--- src/rtl/cpu_pkg.sv ---
// Shared widths and ALU operation encodings for the accumulator CPU datapath.
package cpu_pkg;
  localparam int DATA_W = 8;
  localparam int ADDR_W = 5;
  localparam int OP_W   = 3;

  typedef enum logic [1:0] {
    ALU_PASS_A = 2'b00,
    ALU_ADD    = 2'b01,
    ALU_SUB    = 2'b10,
    ALU_PASS_B = 2'b11
  } alu_op_e;
endpackage

--- src/rtl/dp_alu.sv ---
// Combinational 8-bit ALU: pass A, A+B, A-B, pass B, with carry-out / borrow.
module dp_alu
  import cpu_pkg::*;
(
  input  logic [DATA_W-1:0] i_a,
  input  logic [DATA_W-1:0] i_b,
  input  logic [1:0]        i_op,
  output logic [DATA_W-1:0] o_result,
  output logic              o_carry
);
  logic [DATA_W:0] w_sum;
  logic [DATA_W:0] w_diff;

  // The extra top bit carries out of the add, and is set as a borrow when A < B.
  assign w_sum  = {1'b0, i_a} + {1'b0, i_b};
  assign w_diff = {1'b0, i_a} - {1'b0, i_b};

  always_comb begin
    o_result = i_a;
    o_carry  = 1'b0;
    case (alu_op_e'(i_op))
      ALU_PASS_A: begin
        o_result = i_a;
        o_carry  = 1'b0;
      end
      ALU_ADD: begin
        o_result = w_sum[DATA_W-1:0];
        o_carry  = w_sum[DATA_W];
      end
      ALU_SUB: begin
        o_result = w_diff[DATA_W-1:0];
        o_carry  = w_diff[DATA_W];
      end
      ALU_PASS_B: begin
        o_result = i_b;
        o_carry  = 1'b0;
      end
      default: begin
        o_result = i_a;
        o_carry  = 1'b0;
      end
    endcase
  end
endmodule

--- src/rtl/datapath.sv ---
// Accumulator CPU datapath: PC, IR, AC, ACII registers around dp_alu.
// Define DATAPATH_FLAGS_EN to add registered zero_flag / carry_flag outputs.
module datapath
  import cpu_pkg::*;
(
  input  logic              clk,
  input  logic              reset,
  input  logic              rd_mem,
  input  logic              wr_mem,
  input  logic              ir_on_adr,
  input  logic              pc_on_adr,
  input  logic              ld_ir,
  input  logic              ld_ac,
  input  logic              ld_pc,
  input  logic              ld_acii,
  input  logic              sel_acii,
  input  logic              sel_ir,
  input  logic              sel_zero,
  input  logic              inc_pc,
  input  logic              clr_pc,
  input  logic              source_ac,
  input  logic [1:0]        pass_add,
  input  logic [DATA_W-1:0] mem_rdata,
  output logic [ADDR_W-1:0] mem_addr,
  output logic [DATA_W-1:0] mem_wdata,
  output logic              mem_rd,
  output logic              mem_wr,
  output logic [OP_W-1:0]   op_code,
  output logic [ADDR_W-1:0] pc_q,
  output logic [DATA_W-1:0] ac_q,
  output logic [DATA_W-1:0] acii_q
`ifdef DATAPATH_FLAGS_EN
  ,
  output logic              zero_flag,
  output logic              carry_flag
`endif
);
  logic [ADDR_W-1:0] r_pc;
  logic [DATA_W-1:0] r_ir;
  logic [DATA_W-1:0] r_ac;
  logic [DATA_W-1:0] r_acii;

  logic [DATA_W-1:0] w_alu_a;
  logic [DATA_W-1:0] w_alu_b;
  logic [DATA_W-1:0] w_alu_result;
  logic              w_alu_carry;
  logic [DATA_W-1:0] w_ir_operand;

  assign w_ir_operand = {{(DATA_W-ADDR_W){1'b0}}, r_ir[ADDR_W-1:0]};
  assign w_alu_a      = sel_zero ? '0 : r_ac;
  assign w_alu_b      = sel_acii ? r_acii : (sel_ir ? w_ir_operand : '0);

  dp_alu u_alu (
    .i_a      (w_alu_a),
    .i_b      (w_alu_b),
    .i_op     (pass_add),
    .o_result (w_alu_result),
    .o_carry  (w_alu_carry)
  );

  always_ff @(posedge clk or posedge reset) begin
    if (reset) begin
      r_pc   <= '0;
      r_ir   <= '0;
      r_ac   <= '0;
      r_acii <= '0;
    end else begin
      if (clr_pc)
        r_pc <= '0;
      else if (ld_pc)
        r_pc <= r_ir[ADDR_W-1:0];
      else if (inc_pc)
        r_pc <= r_pc + ADDR_W'(1);

      if (ld_ir)
        r_ir <= mem_rdata;
      if (ld_ac)
        r_ac <= source_ac ? w_alu_result : mem_rdata;
      if (ld_acii)
        r_acii <= w_alu_result;
    end
  end

`ifdef DATAPATH_FLAGS_EN
  logic r_zero_flag;
  logic r_carry_flag;

  always_ff @(posedge clk or posedge reset) begin
    if (reset) begin
      r_zero_flag  <= 1'b0;
      r_carry_flag <= 1'b0;
    end else if (ld_ac || ld_acii) begin
      r_zero_flag  <= (w_alu_result == '0);
      r_carry_flag <= w_alu_carry;
    end
  end

  assign zero_flag  = r_zero_flag;
  assign carry_flag = r_carry_flag;
`else
  logic w_unused_carry;
  assign w_unused_carry = w_alu_carry;
`endif

  // ir_on_adr takes precedence so operand access can overlap a stale pc_on_adr.
  assign mem_addr  = ir_on_adr ? r_ir[ADDR_W-1:0] : (pc_on_adr ? r_pc : '0);
  assign mem_wdata = w_alu_result;
  assign mem_rd    = rd_mem;
  assign mem_wr    = wr_mem;
  assign op_code   = r_ir[DATA_W-1 -: OP_W];
  assign pc_q      = r_pc;
  assign ac_q      = r_ac;
  assign acii_q    = r_acii;
endmodule

--- config.mk ---
export PLATFORM = sky130hd
export DESIGN_NAME = datapath
export DESIGN_NICKNAME = d
export VERILOG_FILES = /design/src/rtl/cpu_pkg.sv /design/src/rtl/dp_alu.sv /design/src/rtl/datapath.sv
export SDC_FILE = /design/constraint.sdc
export NUM_CORES = 1
export LEC_CHECK = 0
export CAP_MARGIN = 25
export CORE_UTILIZATION = 25
export DETAILED_ROUTE_END_ITERATION = 6
export SYNTH_ARGS = -nofsm -noshare
export SYNTH_HDL_FRONTEND = slang
export SYNTH_SLANG_ARGS = --single-unit
--- constraint.sdc ---
create_clock -name clk -period 4.1 [get_ports clk]
set_input_delay 0.41 -clock clk [delete_from_list [all_inputs] [get_ports clk]]
set_output_delay 0.41 -clock clk [all_outputs]
set_load 0.02 [all_outputs]
# Yosys cells after proc, flatten, opt, wreduce, memory -nomap -nowiden
# Cells that the tools add are included.
dict set report word_totals {
  word_cells 22
  inputBits 26
  ff_bits 29
}
dict set report classes {
  reduce_logical 2
  n_eq_ne 3
  addsub 3
  n_mux 10
}
# cell count
set op_table {}
lappend op_table {{$pmux 8 s4} 1}
lappend op_table {{$mux 5} 6}
lappend op_table {{$mux 8} 3}
lappend op_table {{$add 8x8->8} 1}
lappend op_table {{$sub 8x8->8} 1}
lappend op_table {{$add 5x1->5 const B} 1}
lappend op_table {{$eq 2x2->1 const B} 2}
lappend op_table {{$reduce_bool 3->1} 1}
lappend op_table {{$eq 2x1->1 const B} 1}
lappend op_table {{$logic_not 2->1} 1}

# Logic depth before layout (Yosys ltp)
dict set report logic_depth {
  word_depth 5
  mapped_depth 15
  mapped_depth_nobuf 14
}

# By module
# Synthesis repeated with hierarchy kept, for this count alone.
dict set report hier_totals {
  cells_unflattened 283
  hier_area_um2 2419.8
}
# mod area_each_um2 instances cells_per_inst
set by_module_without_submodules {}
lappend by_module_without_submodules {datapath 1480.2 1 149}
lappend by_module_without_submodules {dp_alu 939.7 1 134}

# Worst setup path after synthesis
# OpenSTA, ideal clock, no wires.
dict set report synth_timing {
  path_kind {input -> output}
  start {input sel_acii}
  end {output mem_wdata[6]}
  arrival_time_ns 2.931
  required_ns 3.690
  path_stages 13
  path_buffers 1
  path_slack_ns 0.759
  cell_sequence {buf_6 > nor2b_4 > a22o_4 > or4_4 > and2_1 > a211o_1 > o211ai_1 > ha_1 > nand2b_1 > o21ai_0 > a32o_1 > a211oi_1 > nor2_1}
}
dict set report synth_via {
  elab_chain_cells 3
  elab_cells_between_ends 4
  cone_classes {add/sub: 2; mux: 2}
}
# item line
set synth_lines {}
lappend synth_lines {{from (decl)} datapath.sv:16} ;# input logic sel_acii,
lappend synth_lines {{$mux 8 *} datapath.sv:51} ;# assign w_alu_b = sel_acii ? r_acii : (sel_ir ? w_ir_operand : '0);
lappend synth_lines {{$sub 8x8->8 or $add 8x8->8 (tied branches)} {dp_alu.sv:16, dp_alu.sv:15}}
lappend synth_lines {{$pmux 8 s4 *} dp_alu.sv:21} ;# case (alu_op_e'(i_op))
lappend synth_lines {{to (decl)} datapath.sv:25} ;# output logic [DATA_W-1:0] mem_wdata,
# Every way passes the cells marked *; elsewhere a longest branch is shown, timed or not.

# Worst setup path after layout
dict set report layout_timing {
  start {input sel_ir}
  end {output mem_wdata[6]}
}
dict set report layout_via {
  elab_chain_cells 4
  elab_cells_between_ends 5
  cone_classes {add/sub: 2; mux: 3}
}
# item line
set layout_lines {}
lappend layout_lines {{from (decl)} datapath.sv:17} ;# input logic sel_ir,
lappend layout_lines {{$mux 5 *} datapath.sv:51}
lappend layout_lines {{$mux 8 *} datapath.sv:51}
lappend layout_lines {{$sub 8x8->8 or $add 8x8->8 (tied branches)} {dp_alu.sv:16, dp_alu.sv:15}}
lappend layout_lines {{$pmux 8 s4 *} dp_alu.sv:21}
# Marked as above.

==> flow_summary.yaml <==
placed_design:
  gp_congestion: 0.8392
  io_buffers: 60
  placedCellCount: 424
  place_hpwl_mm: 4.974
  dp_slack_ns: -0.3743
logic_synthesis:
  synth_commonest_cells: "nor2_1 (32), dfrtp_1 (29), a21oi_1 (22), mux2_2 (16), nand2_1 (16)"
  ys_async_sr_fraction: 1.000
  ys_top_cells_by_area: "dfrtp_1 (33%), mux2_2 (8.2%), ha_1 (5.7%)"
  synth_nets: 287
  yosysTopAreaCellShare: 0.3290
  yosys_register_bits: 29
  yosys_warnings: 0
  synth_cells: 250
  synth_edf_count: 0
  synth_area_per_cell_um2: 8.823
  synth_flop_cell: "dfrtp_1"
  synth-seq-area-share: 0.3290
  netlist.top_cell.by_area: "dfrtp_1"
  synth_area_mm2: 0.002206
  synth_cell_types: 46
  synthMostInstantiatedCell: "nor2_1"
clock_network:
  clockBufferDepth: 2
  cts_tree: "done"
  clkLatencyLatePin_ns: 0.27
  cts-root-buf: "clkbuf_8"
  cts.sinks: 29
  path_clk_slew_ns: 0.06
  holdBufCountCts: 0
  cts_buffers: 5
  cts_htree_levels: 2
worst_setup_path:
  crit_required_ns: 3.69
  crit_start: "sel_ir"
  path_max_fanout: 4
  crit_type: "in2out"
  worstSetupEndpoint: "mem_wdata[6]"
  worstPathCellList: "clkdlybuf4s50_1, nor2b_4, a22o_4, or4_4, and2_1, buf_4, xor2_1, ha_1, buf_4, buf_4, nand2b_1, mux2i_1, a211oi_2, nor2_1, clkbuf_2"
  r2r_end: "acii_q[7]"
  slowest_stage: "or4_4"
  arrival_ns: 3.50
  cp.depth: 15
  reg2reg_slack_ns: 0.84
  cp_top_family: "simple AND/OR/NAND/NOR gates"
  crit_buf_inv: 5
  reg2reg_depth: 13
  r2r-start: "r_ir[2]"
  cpMostUsedCell: "buf_4"
  critical-path-max-stage-delay_ns: 0.53
  endpoint_kind: "primary output"
  worst_setup_path_start_kind: "input pin"
cells_and_area:
  drive_gt1_frac: 0.2012
  fill_cells: 847
  final_core_util: 0.3756
  syn_to_final_growth_pct: 42.71
  n_antenna_cell: 0
  final_cells: 433
  layout.nets: 366
sta:
  rsz0062_at_grt: "no"
  fin_crit_ns: 3.914
  setup_viol: 0
  finalClockSkew_ns: 0.004738
  fin_crit_sh: 0.9546
  finalHoldViolations: 0
  fmax_ghz: 0.2555
  tightest_slew_ns: 0.5516
  slew_headroom: 0.6311
  finalWorstSetupSlack_ns: 0.1861
  slew_violations: 0
drt:
  drtIter0Drc: 110
  drc: 0
  drt.antenna.violating_nets: 0
  drtPass1Iterations: 5
  via_per_inst: 4.679
  wirelength_mm: 6.116
  num_vias: 2026
  wl_per_cell_um: 14.12
grt:
  grt_max_degree: 19
  overflow: 0
  grt_pass1_vias: 2032
  grt_pass1_wl_mm: 9.991
  grt_usage: 0.1418
  antenna_found_initial: 0
min_path:
  min_path_type: "in2async"
status:
  status: "complete, no violations"
die:
  io_pins: 65
  initial_core_util: 0.2632
  core_mm2: 0.008382
  die-area_mm2: 0.009204
  die_w_um: 95.94
  rows: 33
  die_h_um: 95.94
run:
  maxCapViolations: 0
power:
  p_leak_nw: 1.376
  peakVddDrop_uv: 210.3
  power_w: 0.001649
  powerDensity_mw_per_mm2: 523.7
==> flip-flops by register name, summed over array words and instances (netlist names) <==
| signal | count |
|---|---|
| ac_q | 8 |
| acii_q | 8 |
| pc_q | 5 |
| r_ir | 8 |
==> cells in the final DEF (no fill, tap or decap), types with 2 or more instances in the layout <==
| master | n |
|---|---|
| a22oi_1 | 2 |
| inv_1 | 12 |
| nor3_1 | 2 |
| a22o_1 | 3 |
| o21ai_0 | 13 |
| a31oi_1 | 3 |
| nand2_1 | 16 |
| a221oi_1 | 3 |
| clkdlybuf4s15_1 | 2 |
| nor2b_1 | 7 |
| xnor2_1 | 8 |
| clkdlybuf4s50_1 | 54 |
| mux2_4 | 2 |
| buf_4 | 31 |
| o21a_1 | 2 |
| ha_1 | 10 |
| a21oi_1 | 22 |
| and2_1 | 2 |
| o31ai_1 | 2 |
| clkbuf_8 | 5 |
| clkbuf_2 | 3 |
| mux2_2 | 16 |
| dfrtp_1 | 29 |
| nand4_1 | 2 |
| mux2i_1 | 8 |
| xor2_1 | 6 |
| nor2_1 | 31 |
| nand2b_1 | 8 |
==> worst register-to-register path, stage by stage, from the launching register on <==
cell and delay [ns]:
dfrtp_1 0.44, a22o_4 0.25, or4_4 0.54, and2_1 0.18, buf_4 0.14, xor2_1 0.16
ha_1 0.34, o21ai_0 0.09, nand2b_1 0.08, a31oi_2 0.18, xnor2_1 0.09, a31o_2 0.27
buf_4 0.14, mux2_4 0.25
==> stage by stage <==
| step | hold slack [ns] | TNS (ns) | area (um^2) |
|---|---|---|---|
| after global placement | 0.4844 | -1.243 | 3050 |
| after CTS | 0.4523 | 0 | 3123 |
| after detailed placement | 0.4885 | -1.509 | 3050 |
| final | 0.4434 | 0 | 3148 |
| after floorplan | 0.4764 | 0 | 2206 |
| after global routing | 0.4784 | 0 | 3148 |
==> final cells by class <==
type,count,area [um^2],share of cell area
Clock buffer,5,68.82,0.02186
Multi-Input combinational cell,189,1348,0.4281
Tap cell,105,131.4,0.04173
Clock inverter,1,5.005,0.001590
Inverter,13,48.80,0.01550
Timing Repair Buffer,91,820.8,0.2607
Sequential cell,29,725.7,0.2305
==> cell families after synthesis <==
family	count (synthesis)	synth area share
compound gates	65	0.1946
xor+xnor	14	0.05559
fa+ha+maj	11	0.06580
buf+inv	32	0.06636
flops	29	0.3290
mux	26	0.1316
simple gates	73	0.1571
==> where the power goes <==
| group | leakage (nW) | switching (W) | total (W) | internal (W) |
|---|---|---|---|---|
| clock | 0.0399 | 0.0000906 | 0.000202 | 0.000111 |
| combinational | 0.986 | 0.000479 | 0.00102 | 0.000538 |
| sequential | 0.351 | 0.0000819 | 0.000429 | 0.000348 |
==> per-layer routing <==
metal | wire length [um] | share of wire | track usage
met3 | 225 | 0.037 | 0.02054
met5 | 0 | 0 | 0
met2 | 2925 | 0.48 | 0.2339
met4 | 119 | 0.019 | 0.05348
met1 | 2845 | 0.47 | 0.1870
==> worst min-delay path by stage <==
stage / slack [ns] / to / start / cells past startpoint
final: 0.44 / r_ir[6] / reset / 2
after detailed placement: 0.49 / ac_q[6] / ac_q[6] / 1
after CTS: 0.45 / r_ir[6] / reset / 2
after global routing: 0.48 / r_ir[6] / reset / 2
after floorplan: 0.48 / pc_q[0] / clr_pc / 1
after global placement: 0.48 / ac_q[6] / ac_q[6] / 1
==> what timing repair did <==
action	in CTS	in global routing
resized for setup	6	12
pin swaps	0	5
cloned	0	0
hold endpoints to repair	0	0
buffers inserted	0	3
endpoints found under the setup margin	5	5
No activity file was read; power rests on OpenSTA's default activity.
